`config.mk`:
```
export PLATFORM = sky130hd
export DESIGN_NAME = shift_sequencer_flat
export DESIGN_NICKNAME = d
export VERILOG_FILES = /design/src/rtl/shift_sequencer_if.sv /design/src/rtl/shift_sequencer.sv /design/src/flat_wrapper.sv
export SDC_FILE = /design/constraint.sdc
export NUM_CORES = 1
export LEC_CHECK = 0
export ABC_AREA = 1
export CAP_MARGIN = 15
export CORE_AREA = 2 2 80 82
export CTS_CLUSTER_SIZE = 25
export DETAILED_ROUTE_END_ITERATION = 16
export DIE_AREA = 0 0 82 84
export PLACE_DENSITY = 0.8
export SYNTH_ARGS = -nofsm -noshare
export SYNTH_HDL_FRONTEND = slang
export SYNTH_SLANG_ARGS = --single-unit
```
`constraint.sdc`:
```
create_clock -name clk -period 1.95 [get_ports clk]
set_input_delay 0.2925 -clock clk [delete_from_list [all_inputs] [get_ports clk]]
set_output_delay 0.2925 -clock clk [all_outputs]
set_load 0.005 [all_outputs]
```
`src/rtl/shift_sequencer_if.sv`:
```
// ----------------------------------------------------------------------------
// shift_sequencer_if
// Bundles the request, shifter and response signals of the shift sequencer.
//   req_valid/req_ready     : per-port request handshake (bit0 = port 0)
//   req_data*/amt*/left*    : per-port operand, amount (0-31), direction
//   sh_string/amount/left   : drive to the shared barrel shifter
//   sh_result               : combinational result back from the shifter
//   rsp_valid/ready/data/id : response handshake, result and issuing port
//   busy                    : sequencer is not idle
// Modports: slave = sequencer side, master = requesters/shifter/consumer side.
// ----------------------------------------------------------------------------
interface shift_sequencer_if #(
   parameter int WIDTH = 16,
   parameter int SW    = 4,
   parameter int AW    = 5
);
   logic [1:0]       req_valid;
   logic [1:0]       req_ready;
   logic [WIDTH-1:0] req_data0;
   logic [WIDTH-1:0] req_data1;
   logic [AW-1:0]    req_amt0;
   logic [AW-1:0]    req_amt1;
   logic             req_left0;
   logic             req_left1;
   logic [WIDTH-1:0] sh_string;
   logic [SW-1:0]    sh_amount;
   logic             sh_left;
   logic [WIDTH-1:0] sh_result;
   logic             rsp_valid;
   logic             rsp_ready;
   logic [WIDTH-1:0] rsp_data;
   logic             rsp_id;
   logic             busy;

   modport slave (
      input  req_valid, req_data0, req_data1, req_amt0, req_amt1,
             req_left0, req_left1, sh_result, rsp_ready,
      output req_ready, sh_string, sh_amount, sh_left,
             rsp_valid, rsp_data, rsp_id, busy
   );

   modport master (
      output req_valid, req_data0, req_data1, req_amt0, req_amt1,
             req_left0, req_left1, sh_result, rsp_ready,
      input  req_ready, sh_string, sh_amount, sh_left,
             rsp_valid, rsp_data, rsp_id, busy
   );
endinterface

```
`src/rtl/shift_sequencer.sv`:
```
// ----------------------------------------------------------------------------
// shift_sequencer
// Round-robin arbiter and multi-pass controller for a shared barrel shifter
// that moves at most 2**SW-1 positions per pass. A request of 0..2**AW-1
// positions is split into passes of min(remaining, 2**SW-1); the final
// result is returned with a valid/ready handshake.
// Ports:
//   clk  : clock, all state on the rising edge
//   rst  : synchronous active-high reset
//   bus  : shift_sequencer_if.slave (requests, shifter drive, response)
// ----------------------------------------------------------------------------
module shift_sequencer #(
   parameter int WIDTH = 16,
   parameter int SW    = 4,
   parameter int AW    = 5
) (
   input logic              clk,
   input logic              rst,
   shift_sequencer_if.slave bus
);

   localparam int MAX_STEP = (2 ** SW) - 1;

   typedef enum logic [1:0] {
      IDLE = 2'd0,
      PASS = 2'd1,
      DONE = 2'd2
   } state_t;

   state_t           state_r;
   logic [AW-1:0]    rem_r;
   logic             id_r;
   logic             last_grant_r;
   logic [WIDTH-1:0] sh_string_r;
   logic [SW-1:0]    sh_amount_r;
   logic             sh_left_r;
   logic             rsp_valid_r;
   logic [WIDTH-1:0] rsp_data_r;
   logic             rsp_id_r;
   logic             busy_r;

   logic             grant_valid_s;
   logic             grant_s;
   logic             xfer_s;
   logic [1:0]       req_ready_s;
   logic [WIDTH-1:0] sel_data_s;
   logic [AW-1:0]    sel_amt_s;
   logic             sel_left_s;
   logic [SW-1:0]    step_s;
   logic [AW-1:0]    rem_next_s;

   // Largest amount the shifter can take in one pass.
   function automatic logic [SW-1:0] clamp_step(input logic [AW-1:0] amt);
      if (amt > AW'(MAX_STEP)) begin
         return SW'(MAX_STEP);
      end else begin
         return amt[SW-1:0];
      end
   endfunction

   // Round-robin grant: a lone requester wins, a tie goes to the port not served last.
   always_comb begin
      grant_valid_s = 1'b0;
      grant_s       = 1'b0;
      case (bus.req_valid)
         2'b01: begin
            grant_valid_s = 1'b1;
            grant_s       = 1'b0;
         end
         2'b10: begin
            grant_valid_s = 1'b1;
            grant_s       = 1'b1;
         end
         2'b11: begin
            grant_valid_s = 1'b1;
            grant_s       = ~last_grant_r;
         end
         default: begin
            grant_valid_s = 1'b0;
            grant_s       = 1'b0;
         end
      endcase
   end

   // Accept only in IDLE; req_ready is the one combinational output by design.
   always_comb begin
      xfer_s      = 1'b0;
      req_ready_s = 2'b00;
      if ((state_r == IDLE) && grant_valid_s) begin
         xfer_s      = 1'b1;
         req_ready_s = grant_s ? 2'b10 : 2'b01;
      end else begin
         xfer_s      = 1'b0;
         req_ready_s = 2'b00;
      end
   end

   // Operand of the granted port.
   always_comb begin
      sel_data_s = bus.req_data0;
      sel_amt_s  = bus.req_amt0;
      sel_left_s = bus.req_left0;
      if (grant_s) begin
         sel_data_s = bus.req_data1;
         sel_amt_s  = bus.req_amt1;
         sel_left_s = bus.req_left1;
      end else begin
         sel_data_s = bus.req_data0;
         sel_amt_s  = bus.req_amt0;
         sel_left_s = bus.req_left0;
      end
   end

   // Per-pass step and what remains after it.
   always_comb begin
      step_s     = clamp_step(rem_r);
      rem_next_s = rem_r - AW'(step_s);
   end

   // Sequencer FSM; the working operand lives in sh_string_r while passes run.
   always_ff @(posedge clk) begin
      if (rst) begin
         state_r      <= IDLE;
         rem_r        <= '0;
         id_r         <= 1'b0;
         last_grant_r <= 1'b1;
         sh_string_r  <= '0;
         sh_amount_r  <= '0;
         sh_left_r    <= 1'b0;
         rsp_valid_r  <= 1'b0;
         rsp_data_r   <= '0;
         rsp_id_r     <= 1'b0;
         busy_r       <= 1'b0;
      end else begin
         case (state_r)
            IDLE: begin
               if (xfer_s) begin
                  rem_r        <= sel_amt_s;
                  id_r         <= grant_s;
                  last_grant_r <= grant_s;
                  sh_string_r  <= sel_data_s;
                  sh_amount_r  <= clamp_step(sel_amt_s);
                  sh_left_r    <= sel_left_s;
                  busy_r       <= 1'b1;
                  state_r      <= PASS;
               end
            end
            PASS: begin
               rem_r <= rem_next_s;
               if (rem_next_s == '0) begin
                  // Last pass: capture the result and park the shifter drive at 0.
                  rsp_valid_r <= 1'b1;
                  rsp_data_r  <= bus.sh_result;
                  rsp_id_r    <= id_r;
                  sh_string_r <= '0;
                  sh_amount_r <= '0;
                  sh_left_r   <= 1'b0;
                  state_r     <= DONE;
               end else begin
                  sh_string_r <= bus.sh_result;
                  sh_amount_r <= clamp_step(rem_next_s);
               end
            end
            DONE: begin
               if (bus.rsp_ready) begin
                  rsp_valid_r <= 1'b0;
                  rsp_data_r  <= '0;
                  rsp_id_r    <= 1'b0;
                  busy_r      <= 1'b0;
                  state_r     <= IDLE;
               end
            end
            default: begin
               state_r <= IDLE;
            end
         endcase
      end
   end

   assign bus.req_ready = req_ready_s;
   assign bus.sh_string = sh_string_r;
   assign bus.sh_amount = sh_amount_r;
   assign bus.sh_left   = sh_left_r;
   assign bus.rsp_valid = rsp_valid_r;
   assign bus.rsp_data  = rsp_data_r;
   assign bus.rsp_id    = rsp_id_r;
   assign bus.busy      = busy_r;

endmodule
```
`src/flat_wrapper.sv`:
```
// flat-port wrapper written by rule: the top's interface ports become plain ports
module shift_sequencer_flat 
#(
   parameter int WIDTH = 16,
   parameter int SW    = 4,
   parameter int AW    = 5
)
  (clk, rst, bus_req_valid, bus_req_data0, bus_req_data1, bus_req_amt0, bus_req_amt1, bus_req_left0, bus_req_left1, bus_sh_result, bus_rsp_ready, bus_req_ready, bus_sh_string, bus_sh_amount, bus_sh_left, bus_rsp_valid, bus_rsp_data, bus_rsp_id, bus_busy);
  shift_sequencer_if #(.WIDTH(WIDTH), .SW(SW), .AW(AW)) bus_i ();
  input logic clk;
  input logic rst;
  input wire logic [$bits(bus_i.req_valid)-1:0] bus_req_valid;
  input wire logic [$bits(bus_i.req_data0)-1:0] bus_req_data0;
  input wire logic [$bits(bus_i.req_data1)-1:0] bus_req_data1;
  input wire logic [$bits(bus_i.req_amt0)-1:0] bus_req_amt0;
  input wire logic [$bits(bus_i.req_amt1)-1:0] bus_req_amt1;
  input wire logic [$bits(bus_i.req_left0)-1:0] bus_req_left0;
  input wire logic [$bits(bus_i.req_left1)-1:0] bus_req_left1;
  input wire logic [$bits(bus_i.sh_result)-1:0] bus_sh_result;
  input wire logic [$bits(bus_i.rsp_ready)-1:0] bus_rsp_ready;
  output wire logic [$bits(bus_i.req_ready)-1:0] bus_req_ready;
  output wire logic [$bits(bus_i.sh_string)-1:0] bus_sh_string;
  output wire logic [$bits(bus_i.sh_amount)-1:0] bus_sh_amount;
  output wire logic [$bits(bus_i.sh_left)-1:0] bus_sh_left;
  output wire logic [$bits(bus_i.rsp_valid)-1:0] bus_rsp_valid;
  output wire logic [$bits(bus_i.rsp_data)-1:0] bus_rsp_data;
  output wire logic [$bits(bus_i.rsp_id)-1:0] bus_rsp_id;
  output wire logic [$bits(bus_i.busy)-1:0] bus_busy;
  assign bus_i.req_valid = bus_req_valid;
  assign bus_i.req_data0 = bus_req_data0;
  assign bus_i.req_data1 = bus_req_data1;
  assign bus_i.req_amt0 = bus_req_amt0;
  assign bus_i.req_amt1 = bus_req_amt1;
  assign bus_i.req_left0 = bus_req_left0;
  assign bus_i.req_left1 = bus_req_left1;
  assign bus_i.sh_result = bus_sh_result;
  assign bus_i.rsp_ready = bus_rsp_ready;
  assign bus_req_ready = bus_i.req_ready;
  assign bus_sh_string = bus_i.sh_string;
  assign bus_sh_amount = bus_i.sh_amount;
  assign bus_sh_left = bus_i.sh_left;
  assign bus_rsp_valid = bus_i.rsp_valid;
  assign bus_rsp_data = bus_i.rsp_data;
  assign bus_rsp_id = bus_i.rsp_id;
  assign bus_busy = bus_i.busy;
  shift_sequencer #(.WIDTH(WIDTH), .SW(SW), .AW(AW)) u_core (.clk(clk), .rst(rst), .bus(bus_i));
endmodule
```
; Word level (Yosys, flattened, before mapping)
; Cells that the tools add are included.
[totals]
ff_bits = 49
out_inout_bits = 42
wordCells = 73
[classes]
addsub = 1
n_lt_le_gt_ge = 3
n_eq_ne = 8
muxes = 36
bitwise_logic = 1
n_reduce_logical = 13
[op_table]
columns = operator, n
row1 = $mux W16, 5
row2 = $pmux W16 S2, 2
row3 = $mux W4, 5
row4 = $gt A5 B4 Y1 const B, 3
row5 = $reduce_and A3 Y1, 4
row6 = $mux W2, 5
row7 = $mux W5, 2
row8 = $pmux W1 S2, 5
row9 = $pmux W5 S2, 1
row10 = $mux W1, 9
row11 = $pmux W4 S2, 1
row12 = $eq A2 B2 Y1 const B, 3
row13 = $pmux W2 S3, 1
row14 = $reduce_bool A2 Y1, 3
row15 = $logic_not A5 Y1, 1
row16 = $sub A5 B4 Y5, 1
row17 = $eq A2 B1 Y1 const B, 2
row18 = $ne A2 B1 Y1 const B, 2
row19 = $reduce_and A2 Y1, 2
row20 = $reduce_or A3 Y1, 1
row21 = $logic_not A2 Y1, 1
row22 = $ne A2 B2 Y1 const B, 1
row23 = $logic_and A1 B1 Y1, 1
row24 = $not A1 Y1, 1

; Logic depth before layout (Yosys ltp)
; Gate-level depths: netlist of run 1.
[depth]
word_depth = 7
ltp_mapped = 12

; Least setup slack after synthesis of run 1
; OpenSTA, ideal clock, no wires.
[synth_timing]
path_type = flip-flop to flip-flop
startpoint = register u_core.rem_r[4]
endpoint = register u_core.sh_left_r (netlist: u_core.bus.sh_left)
setup_time_ns = 0.113
arrival_ns = 1.646
required_ns = 1.837
slack_ns = 0.191
path_stages_with_launch = 12
synth_period_minus_slack_ns = 1.759
cell_sequence = dfxtp_1 > nand2_1 > ha_1 > inv_1 > nand3_1 > nand2_1 > nand2_1 > nor2_4 > nand3_2 > buf_4 > a21oi_2 > nor2_1
[synth_via]
elab_chain_len = 6
[synth_lines]
columns = element, line_no
row1 = from (decl), shift_sequencer.sv:31  ; logic [AW-1:0] rem_r;
row2 = from (signal assigned), shift_sequencer.sv:138  ; rem_r <= sel_amt_s;
row3 = from (signal assigned), shift_sequencer.sv:149  ; rem_r <= rem_next_s;
row4 = $gt A5 B4 Y1, shift_sequencer.sv:54  ; if (amt > AW'(MAX_STEP)) begin
row5 = $mux W4, shift_sequencer.sv:54
row6 = $sub A5 B4 Y5 (*), shift_sequencer.sv:117  ; rem_next_s = rem_r - AW'(step_s);
row7 = $logic_not A5 Y1 (*), shift_sequencer.sv:150  ; if (rem_next_s == '0) begin
row8 = $ne A2 B1 Y1 (no source line) (*), --
row9 = $reduce_and A3 Y1 (no source line) (*), --
row10 = to (signal assigned), shift_sequencer.sv:143  ; sh_left_r <= sel_left_s;
row11 = to (decl), shift_sequencer.sv:36  ; logic sh_left_r;
; Every way passes the cells marked *; elsewhere a longest branch is shown, timed or not.
; A chain may end at the register's enable or synchronous reset.

; Worst setup path after layout of run 1
[layout_timing]
startpoint = input port bus_req_valid[1]
endpoint = output port bus_req_ready[0]
[layout_via]
elab_chain_len = 5
elab_cells_between_ends = 9
[layout_lines]
columns = element, line_no
row1 = from (decl), flat_wrapper.sv:12  ; input wire logic [$bits(bus_i.req_valid)-1:0] bus_req_valid;
row2 = $eq A2 B1 Y1 or $eq A2 B2 Y1 (tied branches), shift_sequencer.sv:65  ; case (bus.req_valid)
row3 = $reduce_or A3 Y1 (no source line), --
row4 = $mux W1, shift_sequencer.sv:65
row5 = $logic_and A1 B1 Y1, shift_sequencer.sv:89  ; if ((state_r == IDLE) && grant_valid_s) begin
row6 = $mux W2 (*), shift_sequencer.sv:89
row7 = to (decl), flat_wrapper.sv:21  ; output wire logic [$bits(bus_i.req_ready)-1:0] bus_req_ready;
; Marks and branches as above.

==> results.toml, run 1 <==
[drt]
drc = 0
wirelength_mm = 7.85
routed_via_density = 5.32
first_iter_violations = 256
wl_per_cell_um = 14.3
vias = 2908
ant_nets = 0
drtPass1Iterations = 4

[yosys]
synth_common_cells = "nand2_1 (99), nand3_1 (57), dfxtp_1 (49), a21oi_1 (43), o21ai_0 (22)"
syn_nets = 428
ys_seq_area_frac = 0.400
yosysMostFrequentCell = "nand2_1"
synthTopCellsByArea = "dfxtp_1 (40%), nand2_1 (15%), nand3_1 (12%), a21oi_1 (8.8%), nand4_1 (4.9%)"
syn-instance-count = 361
ys_seq_elements = 49
ys.flop_type = "dfxtp_1"
synth_warnings = 0
synth_edf_count = 0
ys_async_sr_fraction = 0
synth_cell_types = 22
yosysTopAreaCell = "dfxtp_1"
syn_area_um2 = 2450
syn_avg_cell_area_um2 = 6.79
netlist.area_leader.share = 0.400

[clocking]
cts_max_level = 2
cts_sinks = 49
clkTransAtPathRegs_ps = 80
clk_root_buffer_cell = "clkbuf_8"
numCtsBuffers = 5
cts_tree = "yes"
clk_latency_ps = 300
clk_path_buf_depth = 2
postCtsHoldBufs = 0

[setup_path]
crit_path_end_kind = "primary output"
rrSetupSlack_ps = 160
critPathLaunchType = "input port"
critPathKind = "input port to primary output"
cp.required_ps = 1660
cp.arrival_ps = 1500
worst-path-max-fanout = 3

[placement]
dp_hpwl_mm = 5.83
place.gp.congestion = 0.970
place_inst = 537
numPortBuffers = 106

[power_and_ir_drop]
power_density_nw_per_um2 = 1350
p_leak_nw = 1.58
seqPwrFrac = 0.300
p_int_mw = 3.04
swShare = 0.404
p_sw_mw = 2.06
combinationalPowerShare = 0.553
vdd.ir_drop.worst_uv = 611
p_clk_frac = 0.148

[floorplan]
die_height_um = 84
start_util = 0.402
rows = 29
core_um2 = 6100
die_area_um2 = 6890
die_width_um = 82
ios = 107

[min_path]
worst_hold_path_type = "register to register"

[timing]
slew_violations = 0
period_share = 0.918
setup_tns_ps = 0
fmax_mhz = 559
hold_viol = 0
slew_headroom = 0.673
finalCriticalPeriod_ps = 1790
rsz0062_at_grt = "false"
setup_violations = 0
worst_pin_slew_ps = 489
finClkSkew_ps = 4.24
whs_ps = 470

[cells_and_area]
area_delta_synth_final_pct = 54.2
fin_util = 0.620
n_fill_cell = 559
num-nets-final = 536
n_antenna_cell = 0
fin_cells = 547
drive_gt1_frac = 0.0745

[job]
max_cap_viol_count = 0

[global_routing]
grt_max_degree = 30
first_global_vias = 2722
grt.total_usage = 0.228
grt_overflow = 0
grt_pass1_wl_mm = 12.4
antenna_found_initial = 0

[run_status]
status = "complete, no violations"
logic make-up (layout without fill, tap and decap cells):
family                   after synthesis  after routing  share of synthesized area
AO/OA/AOI/OAI                         73             73                      0.156
adder cells (fa/ha/maj)                2              2                     0.0102
AND/OR/NAND/NOR                      192            192                      0.355
flip-flops                            49             49                      0.400
buffers and inverters                 45            154                     0.0786
placed cells by master (no fill, tap or decap):
cell / synthesis / final
clkdlybuf4s50_1: 0 / 104
nand2_1: 99 / 98
nand3_1: 57 / 57
dfxtp_1: 49 / 48
a21oi_1: 43 / 43
o21ai_0: 22 / 22
inv_1: 20 / 20
nand4_1: 19 / 19
buf_4: 4 / 18
nor2_1: 12 / 12
clkbuf_8: 0 / 6
a31oi_1: 4 / 4
o211ai_1: 3 / 3
nand2_2: 1 / 2
ha_1: 2 / 2
nor2_4: 1 / 1
nand3_2: 1 / 1
nand2_4: 1 / 1
nor3_2: 1 / 1
a21oi_2: 1 / 1
clkbuf_1: 16 / 1
bufinv_16: 0 / 1
dlygate4sd2_1: 0 / 1
dlymetal6s2s_1: 0 / 1
buf_12: 0 / 1
buf_6: 1 / 1
dfxtp_2: 0 / 1
critical path, cell delays in order:
cell and delay (ps):
clkdlybuf4s50_1 450, o211ai_1 280, buf_4 160, nor2_1 30, dlygate4sd2_1 290
layout make-up:
type / instances / area [um2] / area share
Timing Repair Buffer: 126 / 1230 / 0.325
Tap cell: 77 / 96.3 / 0.0255
Sequential cell: 49 / 982 / 0.260
Clock buffer: 7 / 86.3 / 0.0229
Clock inverter: 1 / 30.0 / 0.00795
Inverter: 20 / 75.1 / 0.0199
Multi-Input combinational cell: 267 / 1280 / 0.339
power groups by stage:
stage / sequential [mW] / clock, mW / combinational (mW)
global placement: 1.53 / 0 / 2.72
detailed placement: 1.53 / 0 / 2.77
global route: 1.56 / 0.809 / 3.10
floorplan: 1.53 / 0 / 1.57
finish: 1.53 / 0.753 / 2.82
CTS: 1.52 / 0.763 / 2.78
state kept, by name, summed over array words and instances (netlist names), 2 cells and up:
name and count:
u_core.bus.rsp_data 16, u_core.bus.sh_string 16, u_core.rem_r 5, u_core.bus.sh_amount 4, u_core.state_r 2
worst paths after layout:
path / start / end / cells after the start
min reg2reg: u_core.last_grant_r / u_core.last_grant_r / 2
min: u_core.last_grant_r / u_core.last_grant_r / 2
max: bus_req_valid[1] / bus_req_ready[0] / 5
max reg2reg: u_core.rem_r[1] / u_core.bus.rsp_data[9] / 12
layer usage:
layer / GRT usage / up-vias / routed length (um)
li1: - / 1439 / -
met1: 0.288 / 1334 / 3340
met2: 0.373 / 115 / 3690
met3: 0.0552 / 20 / 607
met4: 0.0758 / 0 / 210
met5: 0 / - / 0
stage by stage:
step / area, um2 / worst slack, ps / total power, mW
floorplan: 2450 / 191 / 3.10
CTS: 3750 / 14.2 / 5.07
global route: 3780 / 15.9 / 5.47
detailed placement: 3640 / -31.0 / 4.31
finish: 3780 / 161 / 5.10
global placement: 3640 / -0.374 / 4.25
timing repair:
action | 4_1_cts | 5_1_grt
setup endpoints to repair | 1 | 15
pin swaps | 0 | 2
resized for setup | 1 | 4
setup buffers | 0 | 2
Note: power is estimated with default switching activity, not from simulation.
==> run 2: changes to the inputs <==
--- a/config.mk
+++ b/config.mk
@@ -12,6 +12,8 @@
 export DETAILED_ROUTE_END_ITERATION = 16
 export DIE_AREA = 0 0 82 84
 export PLACE_DENSITY = 0.8
+export SKIP_CTS_REPAIR_TIMING = 1
 export SYNTH_ARGS = -nofsm -noshare
 export SYNTH_HDL_FRONTEND = slang
 export SYNTH_SLANG_ARGS = --single-unit
+export TNS_END_PERCENT = 100
==> run 2 against run 1 <==
Net effect: largest cell class unchanged; largest power group unchanged; worst hold slack barely moved; sequential cell count is the same; first-iteration DRC count grew 11%.
==> results.toml, run 2 (synthesized netlist as in run 1, its figures left out) <==
[cells_and_area]
n_antenna_cell = 0
fin_util = 0.620
layout_common_cells = "clkdlybuf4s50_1 (104), nand2_1 (98), nand3_1 (57)"
n_fill_cell = 558
multi_input_area_um2 = 1280
area_delta_synth_final_pct = 54.3
num-nets-final = 536
layout_commonest_cell = "clkdlybuf4s50_1"
fin_area_um2 = 3780
drive_gt1_frac = 0.0745
ff_latch_area_um2 = 982

[drt]
vias = 2894
ant_nets = 0
wirelength_mm = 7.81
drc = 0
wl_per_cell_um = 14.3
drtPass1Iterations = 5
routed_via_density = 5.29
first_iter_violations = 283

[clocking]
cts_max_level = 2
cts_sinks = 49
numCtsBuffers = 5
clk_latency_ps = 300
clk_root_buffer_cell = "clkbuf_8"
clk_path_buf_depth = 2
cts_tree = "yes"
clkTransAtPathRegs_ps = 90

[min_path]
min_to = "u_core.rem_r[0]"
whs_path_depth = 2
worst_hold_path_type = "register to register"
worstHoldStart = "u_core.rem_r[0]"

[power_and_ir_drop]
power_mw = 5.10
p_leak_nw = 1.58
power_density_nw_per_um2 = 1350
vdd.ir_drop.worst_uv = 608

[placement]
preCtsSetupSlack_ps = -31.0
numPortBuffers = 106
placed_area_um2 = 3640
place.gp.congestion = 0.970
dp_hpwl_mm = 5.83

[setup_path]
critPathKind = "register to register"
reg2reg_from = "u_core.rem_r[1]"
worst-path-max-fanout = 13
cp_num_buf_inv = 4
cp.arrival_ps = 2010
path_cells = "inv_1 -> nand2_2 -> ha_1 -> inv_1 -> nand3_1 -> nand2_1 -> nand2_1 -> nor2_4 -> buf_4 -> buf_6 -> nand4_1 -> a21oi_1"
crit_path_end_kind = "register"
r2r_end = "u_core.bus.rsp_data[7]"
critPathLaunchType = "register"
crit_family = "simple AND/OR/NAND/NOR gates"
cp.required_ps = 2190
crit_slowest_cell = "dfxtp_1"
cpPeakStageDelay_ps = 330
rrSetupSlack_ps = 170
reg2regPathDepth = 12

[floorplan]
die_area_um2 = 6890
core_um2 = 6100
die_width_um = 82
rows = 29
ios = 107
start_util = 0.402
die_height_um = 84

[global_routing]
grt_pass1_wl_mm = 12.4
grt_max_degree = 30
first_global_vias = 2722
grt.total_usage = 0.228
grt_overflow = 0
antenna_found_initial = 0

[timing]
setup_violations = 0
rsz0062_at_grt = "false"
finClkSkew_ps = 5.64
whs_ps = 470
hold_viol = 0
period_share = 0.911
fmax_mhz = 563
worst_pin_slew_ps = 500
finalCriticalPeriod_ps = 1780
slew_violations = 0
slew_headroom = 0.666
setup_ws_ps = 173

[run_status]
status = "complete, no violations"

[job]
max_cap_viol_count = 0
==> run 2: changes by cell type in the layout (fill, tap and decap cells not counted), sizes merged <==
cell / before / now
dlygate4sd2: 1 / 0
dlymetal6s2s: 1 / 2
==> run 2: per-stage QoR <==
| step | setup TNS [ps] | cells |
|---|---|---|
| finish | 0 | 547 |
| global placement | -0.374 | 537 |
| global route | 0 | 547 |
| CTS | -31.2 | 545 |
| floorplan | 0 | 361 |
| detailed placement | -127 | 537 |
==> run 2: how the worst max path moves through the flow <==
stage,startpoint,endpoint,slack [ps],cells past startpoint
3_3_place_gp,bus_req_valid[0],bus_req_ready[0],-0.4,6
3_5_place_dp,bus_req_valid[1],u_core.rem_r[4],-30,10
6_report,u_core.rem_r[1],u_core.bus.rsp_data[7],170,12
5_1_grt,u_core.rem_r[1],u_core.bus.rsp_data[7],20,12
4_1_cts,bus_req_valid[0],bus_req_ready[0],-30,6
2_1_floorplan,u_core.rem_r[4],u_core.bus.sh_left,190,11
==> run 2: power breakdown <==
group	switching [mW]	internal, mW
clock	0.334	0.418
combinational	1.53	1.29
sequential	0.196	1.33
==> run 2: worst reg2reg max path: stages, from the launching register on <==
cell	delay, ps
dfxtp_1	330
inv_1	60
nand2_2	70
ha_1	230
inv_1	80
nand3_1	80
nand2_1	90
nand2_1	80
nor2_4	100
buf_4	160
buf_6	160
nand4_1	110
a21oi_1	150
==> run 2: layout make-up <==
| class | instances | area share |
|---|---|---|
| well taps | 77 | 0.0255 |
| inverters | 20 | 0.0199 |
| repair buffers | 126 | 0.326 |
| clock inverters | 1 | 0.00794 |
| flip-flops and latches | 49 | 0.260 |
| multi-input cells | 267 | 0.338 |
| clock buffers | 7 | 0.0228 |
==> run 2: routing by layer <==
layer  global-route usage  share of wire  vias up
met1                0.288           0.41     1311
met5                    0              0        -
li1                     -              -     1438
met2                0.373           0.48      127
met3               0.0552          0.087       18
met4               0.0758          0.026        0
==> run 3: changes to the inputs <==
--- a/config.mk
+++ b/config.mk
@@ -5,13 +5,13 @@
 export SDC_FILE = /design/constraint.sdc
 export NUM_CORES = 1
 export LEC_CHECK = 0
-export ABC_AREA = 1
+export ABC_AREA = 0
 export CAP_MARGIN = 15
 export CORE_AREA = 2 2 80 82
 export CTS_CLUSTER_SIZE = 25
 export DETAILED_ROUTE_END_ITERATION = 16
 export DIE_AREA = 0 0 82 84
-export PLACE_DENSITY = 0.8
+export PLACE_DENSITY = 0.81
 export SKIP_CTS_REPAIR_TIMING = 1
 export SYNTH_ARGS = -nofsm -noshare
 export SYNTH_HDL_FRONTEND = slang
==> run 3 against run 2 <==
Net effect: register-to-register slack got worse by 40 ps; utilization rose by 2.0 points; highest routed layer unchanged; first-iteration DRC count fell by 56%; clock skew grew 1.5 ps; sequential cell count stayed put; die area is the same; sequential power decreased by 3%; largest cell class unchanged; largest power group unchanged; critical path depth is 5 lower.
==> results.toml, run 3 <==
[yosys]
syn-instance-count = 274
ys_async_sr_fraction = 0
ys_seq_area_frac = 0.390
yosysTopAreaCell = "dfxtp_1"
yosysMostFrequentCell = "nand2_1"
ys_seq_elements = 49
synth_warnings = 0
syn_nets = 341
synth_edf_count = 0
syn_area_um2 = 2510
synth_common_cells = "nand2_1 (52), dfxtp_1 (49), mux2i_1 (18), nand4b_1 (17), o22ai_1 (17)"
synth_cell_types = 47
ys.flop_type = "dfxtp_1"
synthTopCellsByArea = "dfxtp_1 (39%), nand2_1 (7.8%), mux2i_1 (7.2%), nand4b_1 (5.9%), o221ai_1 (5.6%)"
syn_avg_cell_area_um2 = 9.18
netlist.area_leader.share = 0.390

[global_routing]
grt.total_usage = 0.208
grt_overflow = 0
antenna_found_initial = 0
first_global_vias = 2469
grt_max_degree = 44
grt_pass1_wl_mm = 11.4

[floorplan]
ios = 107
die_width_um = 82
die_height_um = 84
core_um2 = 6100
start_util = 0.413
die_area_um2 = 6890
rows = 29

[timing]
fmax_mhz = 552
finClkSkew_ps = 7.15
hold_viol = 0
worst_pin_slew_ps = 696
slew_violations = 0
setup_violations = 0
setup_tns_ps = 0
period_share = 0.929
finalCriticalPeriod_ps = 1810
slew_headroom = 0.536

[cells_and_area]
drive_gt1_frac = 0.131
area_delta_synth_final_pct = 55.1
layout_commonest_cell = "clkdlybuf4s50_1"
num-nets-final = 454
layout_common_cells = "clkdlybuf4s50_1 (104), nand2_1 (52), dfxtp_1 (49)"
n_antenna_cell = 0
fin_util = 0.640

[power_and_ir_drop]
power_mw = 4.42
vdd.ir_drop.worst_uv = 653
p_leak_nw = 1.54
power_density_nw_per_um2 = 1130

[clocking]
cts_max_level = 2
clkTransAtPathRegs_ps = 90
clk_path_buf_depth = 2
cts_tree = "yes"
clk_latency_ps = 290
clk_root_buffer_cell = "clkbuf_8"
cts_sinks = 49
numCtsBuffers = 5

[setup_path]
cp.required_ps = 2170
worst-path-max-fanout = 16
reg2regPathDepth = 7
critPathLaunchType = "register"
rrSetupSlack_ps = 140
crit_path_end_kind = "register"
reg2reg_from = "u_core.rem_r[4]"
r2r_end = "u_core.bus.rsp_data[8]"
cp.arrival_ps = 2040
critPathKind = "register to register"

[min_path]
whs_path_depth = 2
min_to = "u_core.bus.rsp_data[0]"
worstHoldStart = "u_core.bus.rsp_data[0]"
worst_hold_path_type = "register to register"

[drt]
ant_nets = 0
wirelength_mm = 7.19
drtPass1Iterations = 4
wl_per_cell_um = 15.5
first_iter_violations = 125
drc = 0
vias = 2556
routed_via_density = 5.50

[run_status]
status = "complete, no violations"

[job]
max_cap_viol_count = 0

[placement]
place.gp.congestion = 0.747
dp_hpwl_mm = 5.46
numPortBuffers = 106
-- run 3: cell count changes after synthesis, moves of 18 or more --
cell,change
o21ai_0,-20
inv_1,-19
a21oi_1,-36
nand4_1,-18
mux2i_1,+18
nand2_1,-47
nand3_1,-55
-- run 3: routing by layer --
metal	wire (um)	track usage	share of wire
met1	3280	0.288	0.46
met2	3400	0.330	0.47
met3	395	0.0346	0.055
met4	117	0.0576	0.016
met5	0	0	0
-- run 3: cell type report --
cell class,instances,area [um2]
tap,77,96.3
multi-input combinational,198,1400
clock buffer,6,82.6
timing repair buffer,131,1290
sequential,49,981
inverter,2,7.51
fill,516,2190
clock inverter,2,37.5
-- run 3: through the flow --
stage / worst slack, ps / hold WS [ps] / instances / instance area [um2]
6_report: 138 / 464 / 465 / 3900
5_1_grt: -1.91 / 486 / 465 / 3900
4_1_cts: -91.2 / 468 / 460 / 3850
2_1_floorplan: 91.6 / 431 / 274 / 2510
3_5_place_dp: -136 / 455 / 452 / 3730
3_3_place_gp: -67.7 / 445 / 452 / 3730
-- run 3: worst max path at each step --
stage / to / startpoint / cells after the start / slack, ps
after CTS: bus_req_ready[0] / bus_req_valid[1] / 5 / -90
after detailed placement: u_core.bus.sh_amount[3] / bus_req_valid[1] / 6 / -140
final: u_core.bus.rsp_data[8] / u_core.rem_r[4] / 7 / 140
after global routing: u_core.bus.rsp_data[8] / u_core.rem_r[4] / 7 / -2
after floorplan: u_core.bus.rsp_data[0] / u_core.rem_r[4] / 8 / 90
after global placement: bus_req_ready[0] / bus_req_valid[1] / 5 / -70
-- run 3: logic make-up after synthesis --
| logic type | after synthesis | synth area share |
|---|---|---|
| xor gates and xnor gates | 2 | 0.00697 |
| DFF | 49 | 0.390 |
| AOI/OAI and AO/OA | 61 | 0.180 |
| muxes | 38 | 0.161 |
| adders and majority gates | 2 | 0.00995 |
| buffers and inverters | 27 | 0.0572 |
| and+or+nand+nor | 95 | 0.195 |
-- run 3: critical path, stage by stage, from the launching register on --
cell and delay (ps):
dfxtp_1 360, or2b_1 260, ha_1 230, nor2b_1 140
a21oi_2 150, a21o_1 220, buf_12 190, mux2i_1 200
-- run 3: where the power goes --
part / switching (mW) / total (mW) / internal (mW)
registers: 0.179 / 1.48 / 1.30
clock network: 0.338 / 0.756 / 0.417
logic: 0.970 / 2.18 / 1.21
